`src/rtl/bist_pkg.sv`:
```
// Shared types and march element tables for the SRAM BIST engine.
package bist_pkg;

  localparam logic [2:0] MODE_MARCH_C = 3'b001;
  localparam logic [2:0] MODE_MATS    = 3'b010;

  localparam logic [7:0] DATA0 = 8'h00;
  localparam logic [7:0] DATA1 = 8'hFF;

  typedef enum logic [2:0] {
    OP_W0,
    OP_W1,
    OP_R0,
    OP_R1,
    OP_NOP
  } op_e;

  typedef enum logic {
    DIR_UP,
    DIR_DOWN
  } dir_e;

  typedef enum logic [1:0] {
    S_IDLE,
    S_ACC,
    S_RCV,
    S_DONE
  } state_e;

  typedef struct packed {
    dir_e dir;
    op_e  op0;
    op_e  op1;
  } elem_t;

  // Unused slots are padded with NOP so any 3-bit index is safe.
  localparam elem_t MARCH_C_TBL [8] = '{
    '{DIR_UP,   OP_W0,  OP_NOP},
    '{DIR_UP,   OP_R0,  OP_W1},
    '{DIR_UP,   OP_R1,  OP_W0},
    '{DIR_DOWN, OP_R0,  OP_W1},
    '{DIR_DOWN, OP_R1,  OP_W0},
    '{DIR_UP,   OP_R0,  OP_NOP},
    '{DIR_UP,   OP_NOP, OP_NOP},
    '{DIR_UP,   OP_NOP, OP_NOP}
  };

  localparam elem_t MATS_TBL [8] = '{
    '{DIR_UP,   OP_W0,  OP_NOP},
    '{DIR_UP,   OP_R0,  OP_W1},
    '{DIR_DOWN, OP_R1,  OP_W0},
    '{DIR_UP,   OP_NOP, OP_NOP},
    '{DIR_UP,   OP_NOP, OP_NOP},
    '{DIR_UP,   OP_NOP, OP_NOP},
    '{DIR_UP,   OP_NOP, OP_NOP},
    '{DIR_UP,   OP_NOP, OP_NOP}
  };

  function automatic logic mode_legal(
    input logic [2:0] m
  );
    return (m == MODE_MARCH_C) || (m == MODE_MATS);
  endfunction

  function automatic logic [2:0] num_elems(
    input logic [2:0] m
  );
    logic [2:0] n;
    n = 3'd0;
    case (m)
      MODE_MARCH_C: n = 3'd6;
      MODE_MATS:    n = 3'd3;
      default:      n = 3'd0;
    endcase
    return n;
  endfunction

  function automatic elem_t elem_at(
    input logic [2:0] m,
    input logic [2:0] i
  );
    elem_t e;
    e = '{DIR_UP, OP_NOP, OP_NOP};
    case (m)
      MODE_MARCH_C: e = MARCH_C_TBL[i];
      MODE_MATS:    e = MATS_TBL[i];
      default:      e = '{DIR_UP, OP_NOP, OP_NOP};
    endcase
    return e;
  endfunction

  function automatic op_e elem_op(
    input logic [2:0] m,
    input logic [2:0] i,
    input logic       k
  );
    elem_t e;
    e = elem_at(m, i);
    return k ? e.op1 : e.op0;
  endfunction

  function automatic logic elem_down(
    input logic [2:0] m,
    input logic [2:0] i
  );
    elem_t e;
    e = elem_at(m, i);
    return e.dir == DIR_DOWN;
  endfunction

endpackage

```
`src/rtl/bist_addr_gen.sv`:
```
// Loadable up/down address counter over 0..ADDR_MAX with a
// terminal-address flag for the current sweep direction.
module bist_addr_gen #(
  parameter int          AW       = 16,
  parameter int unsigned ADDR_MAX = 65535
) (
  input  logic          clk,
  input  logic          rst,
  input  logic          load,
  input  logic          down,
  input  logic          step,
  output logic [AW-1:0] addr,
  output logic          last
);

  localparam logic [AW-1:0] TOP = AW'(ADDR_MAX);

  logic down_q;

  always_ff @(posedge clk or posedge rst) begin
    if (rst) begin
      addr   <= '0;
      down_q <= 1'b0;
    end else if (load) begin
      addr   <= down ? TOP : '0;
      down_q <= down;
    end else if (step) begin
      addr <= down_q ? addr - 1'b1 : addr + 1'b1;
    end
  end

  assign last = down_q ? (addr == '0) : (addr == TOP);

endmodule

```
`src/rtl/bist_march_engine.sv`:
```
// March-test sequencer driving an SRAM port: FSM, element/op
// indexing, read-data comparison and fail bookkeeping.
module bist_march_engine
  import bist_pkg::*;
#(
  parameter int          AW       = 16,
  parameter int          DW       = 8,
  parameter int unsigned ADDR_MAX = 65535
) (
  input  logic          CLK,
  input  logic          RST,
  input  logic          BIST_EN,
  input  logic [2:0]    BIST_MODE,
  input  logic [DW-1:0] ODATA,
  output logic [AW-1:0] ADDR,
  output logic          CE,
  output logic          CSB,
  output logic          WEB,
  output logic          OEB,
  output logic [DW-1:0] IDATA,
  output logic          BIST_BUSY,
  output logic          BIST_DONE,
  output logic          BIST_PASS,
  output logic [AW-1:0] FAIL_ADDR,
  output logic [7:0]    FAIL_CNT
);

  state_e        state;
  state_e        state_n;
  logic [2:0]    mode_q;
  logic          legal_q;
  logic [2:0]    elem_idx;
  logic          op_idx;
  logic [7:0]    fail_cnt;
  logic [AW-1:0] fail_addr;

  logic          ag_load;
  logic          ag_down;
  logic          ag_step;
  logic          ag_last;
  logic [AW-1:0] addr;

  logic          start;
  logic          adv_op;
  logic          adv_elem;

  op_e           op;
  logic          has_op1;
  logic          last_elem;
  logic          is_wr;
  logic          is_rd;
  logic [DW-1:0] bg_data;
  logic          miscmp;

  bist_addr_gen #(
    .AW       (AW),
    .ADDR_MAX (ADDR_MAX)
  ) u_addr_gen (
    .clk  (CLK),
    .rst  (RST),
    .load (ag_load),
    .down (ag_down),
    .step (ag_step),
    .addr (addr),
    .last (ag_last)
  );

  assign op        = elem_op(mode_q, elem_idx, op_idx);
  assign has_op1   = elem_op(mode_q, elem_idx, 1'b1) != OP_NOP;
  assign last_elem = (elem_idx + 3'd1) == num_elems(mode_q);
  assign is_wr     = (op == OP_W0) || (op == OP_W1);
  assign is_rd     = (op == OP_R0) || (op == OP_R1);
  assign bg_data   = ((op == OP_W1) || (op == OP_R1)) ?
                     DW'(DATA1) : DW'(DATA0);
  assign miscmp    = (state == S_RCV) && is_rd && (ODATA != bg_data);

  always_comb begin
    state_n  = state;
    ag_load  = 1'b0;
    ag_down  = 1'b0;
    ag_step  = 1'b0;
    start    = 1'b0;
    adv_op   = 1'b0;
    adv_elem = 1'b0;
    unique case (state)
      S_IDLE: begin
        ag_load = 1'b1;
        if (BIST_EN) begin
          start   = 1'b1;
          state_n = mode_legal(BIST_MODE) ? S_ACC : S_DONE;
        end
      end
      S_ACC: begin
        state_n = BIST_EN ? S_RCV : S_IDLE;
      end
      S_RCV: begin
        if (!BIST_EN) begin
          state_n = S_IDLE;
        end else if (!op_idx && has_op1) begin
          adv_op  = 1'b1;
          state_n = S_ACC;
        end else if (!ag_last) begin
          ag_step = 1'b1;
          state_n = S_ACC;
        end else if (last_elem) begin
          state_n = S_DONE;
        end else begin
          // Each element restarts at its own sweep origin.
          ag_load  = 1'b1;
          ag_down  = elem_down(mode_q, elem_idx + 3'd1);
          adv_elem = 1'b1;
          state_n  = S_ACC;
        end
      end
      S_DONE: begin
        if (!BIST_EN) state_n = S_IDLE;
      end
      default: state_n = S_IDLE;
    endcase
  end

  always_ff @(posedge CLK or posedge RST) begin
    if (RST) begin
      state     <= S_IDLE;
      mode_q    <= 3'd0;
      legal_q   <= 1'b0;
      elem_idx  <= 3'd0;
      op_idx    <= 1'b0;
      fail_cnt  <= 8'd0;
      fail_addr <= '0;
    end else begin
      state <= state_n;
      if (start) begin
        mode_q    <= BIST_MODE;
        legal_q   <= mode_legal(BIST_MODE);
        elem_idx  <= 3'd0;
        op_idx    <= 1'b0;
        fail_cnt  <= 8'd0;
        fail_addr <= '0;
      end else begin
        if (adv_op) begin
          op_idx <= 1'b1;
        end else if (ag_step) begin
          op_idx <= 1'b0;
        end else if (adv_elem) begin
          elem_idx <= elem_idx + 3'd1;
          op_idx   <= 1'b0;
        end
        if (miscmp) begin
          if (fail_cnt == 8'd0) fail_addr <= addr;
          if (fail_cnt != 8'hFF) fail_cnt <= fail_cnt + 8'd1;
        end
      end
    end
  end

  assign ADDR      = addr;
  assign CE        = (state == S_ACC);
  assign CSB       = ~CE;
  assign WEB       = ~(CE & is_wr);
  assign OEB       = ~(((state == S_ACC) || (state == S_RCV)) & is_rd);
  assign IDATA     = (CE & is_wr) ? bg_data : '0;
  assign BIST_BUSY = (state == S_ACC) || (state == S_RCV);
  assign BIST_DONE = (state == S_DONE);
  assign BIST_PASS = (state == S_DONE) && legal_q && (fail_cnt == 8'd0);
  assign FAIL_ADDR = fail_addr;
  assign FAIL_CNT  = fail_cnt;

endmodule

```
`config.mk`:
```
export PLATFORM = sky130hd
export DESIGN_NAME = bist_march_engine
export DESIGN_NICKNAME = d
export VERILOG_FILES = /design/src/rtl/bist_pkg.sv /design/src/rtl/bist_addr_gen.sv /design/src/rtl/bist_march_engine.sv
export SDC_FILE = /design/constraint.sdc
export NUM_CORES = 1
export LEC_CHECK = 0
export CORE_MARGIN = 2
export CORE_UTILIZATION = 45
export CTS_CLUSTER_DIAMETER = 80
export CTS_CLUSTER_SIZE = 8
export DETAILED_ROUTE_END_ITERATION = 10
export GPL_TIMING_DRIVEN = 0
export PLACE_DENSITY = 0.8
export SETUP_SLACK_MARGIN = 0.2
export SLEW_MARGIN = 20
export SYNTH_ARGS = -nofsm -noshare
export SYNTH_HDL_FRONTEND = slang
export SYNTH_SLANG_ARGS = --single-unit
```
`constraint.sdc`:
```
create_clock -name CLK -period 3.4 [get_ports CLK]
set_clock_uncertainty 0.2 [all_clocks]
set_input_delay 0.34 -clock CLK [delete_from_list [all_inputs] [get_ports CLK]]
set_output_delay 0.34 -clock CLK [all_outputs]
set_load 0.005 [all_outputs]
```
==> flow_summary.yaml <==
detailed_routing:
  dr_total_vias: 3463
  drtIter0Drc: 127
  ant_nets: 0
  post-route-drc-count: 0
  firstDrtPassIters: 4
  wl_per_cell_um: 15.7
  via_per_inst: 5.64
  routed_wl_mm: 9.65
timing:
  tightest_slew_ps: 557
  hold_ws_ps: 186
  fin_crit_sh: 0.933
  max_slew_margin: 0.629
  layout_setup_ws_ps: 228
  fmax_ghz: 0.315
  fin_crit_ps: 3170
  setup_viol: 0
  rsz0062_at_grt: "true"
  slew_violations: 0
  hold_viol_final: 0
yosys:
  synthSimpleGateAreaFrac: 0.219
  yosysUniqueCellTypes: 67
  synth_compound_area_frac: 0.193
  async_reset_ff_frac: 1.00
  synthesis.area_um2: 3760
  yosysSeqAreaShare: 0.340
  synth_edf_count: 0
  yosysTopAreaCell: "dfrtp_1"
  synth_top_area_share: 0.340
  synthMuxAreaShare: 0.0639
  synthCells: 415
  yosys_warnings: 0
  synthAdderAreaFrac: 0.0952
  synth_area_leaders: "dfrtp_1 (34%), ha_1 (9.0%), mux2i_1 (4.8%), nand2_1 (4.1%), nor2_1 (3.9%)"
  ys_seq_elements: 51
  synth_top_family_by_area: "simple AND/OR/NAND/NOR gates"
  synth-xor-area-share: 0.0303
  synthFlopType: "dfrtp_1"
  syn-num-nets: 457
  syn-mean-instance-area_um2: 9.05
finish:
  antennaDiodeCount: 0
  nets: 550
  mostFrequentLayoutCell: "clkdlybuf4s50_1"
  area_growth_pct: 31.6
  fin_cells: 614
  fill_cells: 686
  stdcell_area_um2: 4940
  drive_above_1_share: 0.155
  layout_common_cells: "clkdlybuf4s50_1 (60), dfrtp_1 (48), nand2_1 (41)"
status:
  status: "completed"
global_routing:
  grt_pass1_wl_mm: 16.0
  overflow: 0
  antenna_found_initial: 0
  grt.total_usage: 0.221
  grt_pass1_vias: 3399
  grt_max_degree: 28
die:
  die_h_um: 95.4
  die_x_um: 95.4
  core-area_um2: 8130
  start_util: 0.462
  die-area_um2: 9100
  io_pins: 69
  rows: 33
place:
  finalWeightedCongestion: 0.917
  dpl_cell_area_um2: 4590
  io_buffer_count: 68
  dp_hpwl_mm: 6.92
  placed_cells: 589
  dp_slack_ps: -75.7
clock_network:
  cts.path.max_buffers: 2
  cts-buffers-inserted: 5
  htree_num_levels: 2
  cts_tree: "done"
  cts_num_sinks: 51
  clk_latency_ps: 310
  hold_buffers: 0
  cts_root_buffer: "clkbuf_8"
  path_clk_slew_ps: 100
critical_path:
  worst-setup-path-type: "register to output port"
  end_kind: "output port"
  crit_fanout: 5
  worst_ep_required_time_ps: 2860
  r2r_start: "elem_idx[1]$_DFFE_PP0P_"
  startpoint: "elem_idx[1]$_DFFE_PP0P_"
  crit_arrival_ps: 2630
  cp-start-kind: "register"
pwr:
  p_leak_uw: 0.00210
  p_per_area_nw_per_um2: 602
  vdd_drop_max_uv: 283
  p_total_uw: 2970
job:
  max_cap_viol_count: 0
min_path:
  hold_path_class: "primary input to asynchronous set/reset pin"
## cell type report
cell class | instances | area (um2) | area share
buffer | 22 | 174 | 0.0352
clock buffer | 6 | 82.6 | 0.0167
clock inverter | 2 | 16.3 | 0.00329
inverter | 20 | 80.1 | 0.0162
multi-input combinational | 322 | 2340 | 0.473
sequential | 51 | 1280 | 0.259
tap | 105 | 131 | 0.0266
timing repair buffer | 86 | 843 | 0.171
## through the flow
| step | setup TNS, ps | utilization |
|---|---|---|
| after floorplan | 0 | - |
| after global placement | 0 | 0.562 |
| after detailed placement | -487 | 0.564 |
| after CTS | 0 | 0.596 |
| after global routing | 0 | 0.608 |
| final | 0 | 0.608 |
## repair_timing
action	in CTS	in global routing
endpoints found under the hold margin	0	0
gates resized for setup	29	25
endpoints found under the setup margin	9	7
cloned	0	0
pin swaps	4	6
buffers inserted	11	6
## worst paths after layout
path	slack (ps)	cells past startpoint	to
max	230	11	IDATA[1]
min	190	2	FAIL_CNT[6]$_DFFE_PP0P_
max reg2reg	370	11	FAIL_ADDR[0]$_DFFE_PP0P_
min reg2reg	290	2	legal_q$_DFFE_PP0P_
max in group asynchronous	2260	3	u_addr_gen.down_q$_DFFE_PP0P_
min in group CLK	290	2	legal_q$_DFFE_PP0P_
## critical path, cell delays in order (launching register included)
cell and delay [ps]:
dfrtp_2 440, inv_2 70, ha_1 300, and3b_1 180
o21ai_2 170, a21oi_1 90, or3_4 420, nor2_4 130
buf_12 120, buf_4 100, buf_6 70, dlygate4sd2_1 210
## layer usage
metal,vias up,global-route usage,share of wire
met3,15,0.0285,0.032
met1,1696,0.289,0.46
met2,63,0.379,0.49
met4,0,0.0714,0.019
met5,-,0,0
li1,1689,-,-
## kinds of logic (layout without fill, tap and decap cells)
| logic type | Yosys count | after routing |
|---|---|---|
| AND/OR/NAND/NOR | 157 | 157 |
| AO/OA/AOI/OAI | 102 | 102 |
| flip-flops | 51 | 51 |
| buffers and inverters | 42 | 136 |
| adder cells (fa/ha/maj) | 28 | 28 |
| multiplexers | 22 | 22 |
| XOR/XNOR | 13 | 13 |
## sequential cells by signal (all words and copies together), names as in the netlist
register	cells
op_idx	1
FAIL_CNT	8
u_addr_gen.addr	16
elem_idx	3
mode_q	3
state	2
legal_q	1
FAIL_ADDR	16
u_addr_gen.down_q	1
## power by group
group          leakage, uW  switching (uW)  total, uW  internal [uW]
sequential        0.000666             216        961            746
clock            0.0000474             213        380            167
combinational      0.00139             832       1630            801
## synth_stat cells (7+ instances only)
| cell | n |
|---|---|
| nand2b_1 | 9 |
| xnor2_1 | 8 |
| a21oi_1 | 21 |
| mux2i_1 | 18 |
| a2bb2oi_1 | 14 |
| nand2_1 | 41 |
| dfrtp_1 | 51 |
| nand3_1 | 7 |
| or3_1 | 8 |
| buf_4 | 8 |
| ha_1 | 27 |
| nand4_1 | 13 |
| o21ai_0 | 26 |
| nor2_1 | 39 |
| inv_1 | 20 |
No activity file was read; power rests on OpenSTA's default activity.
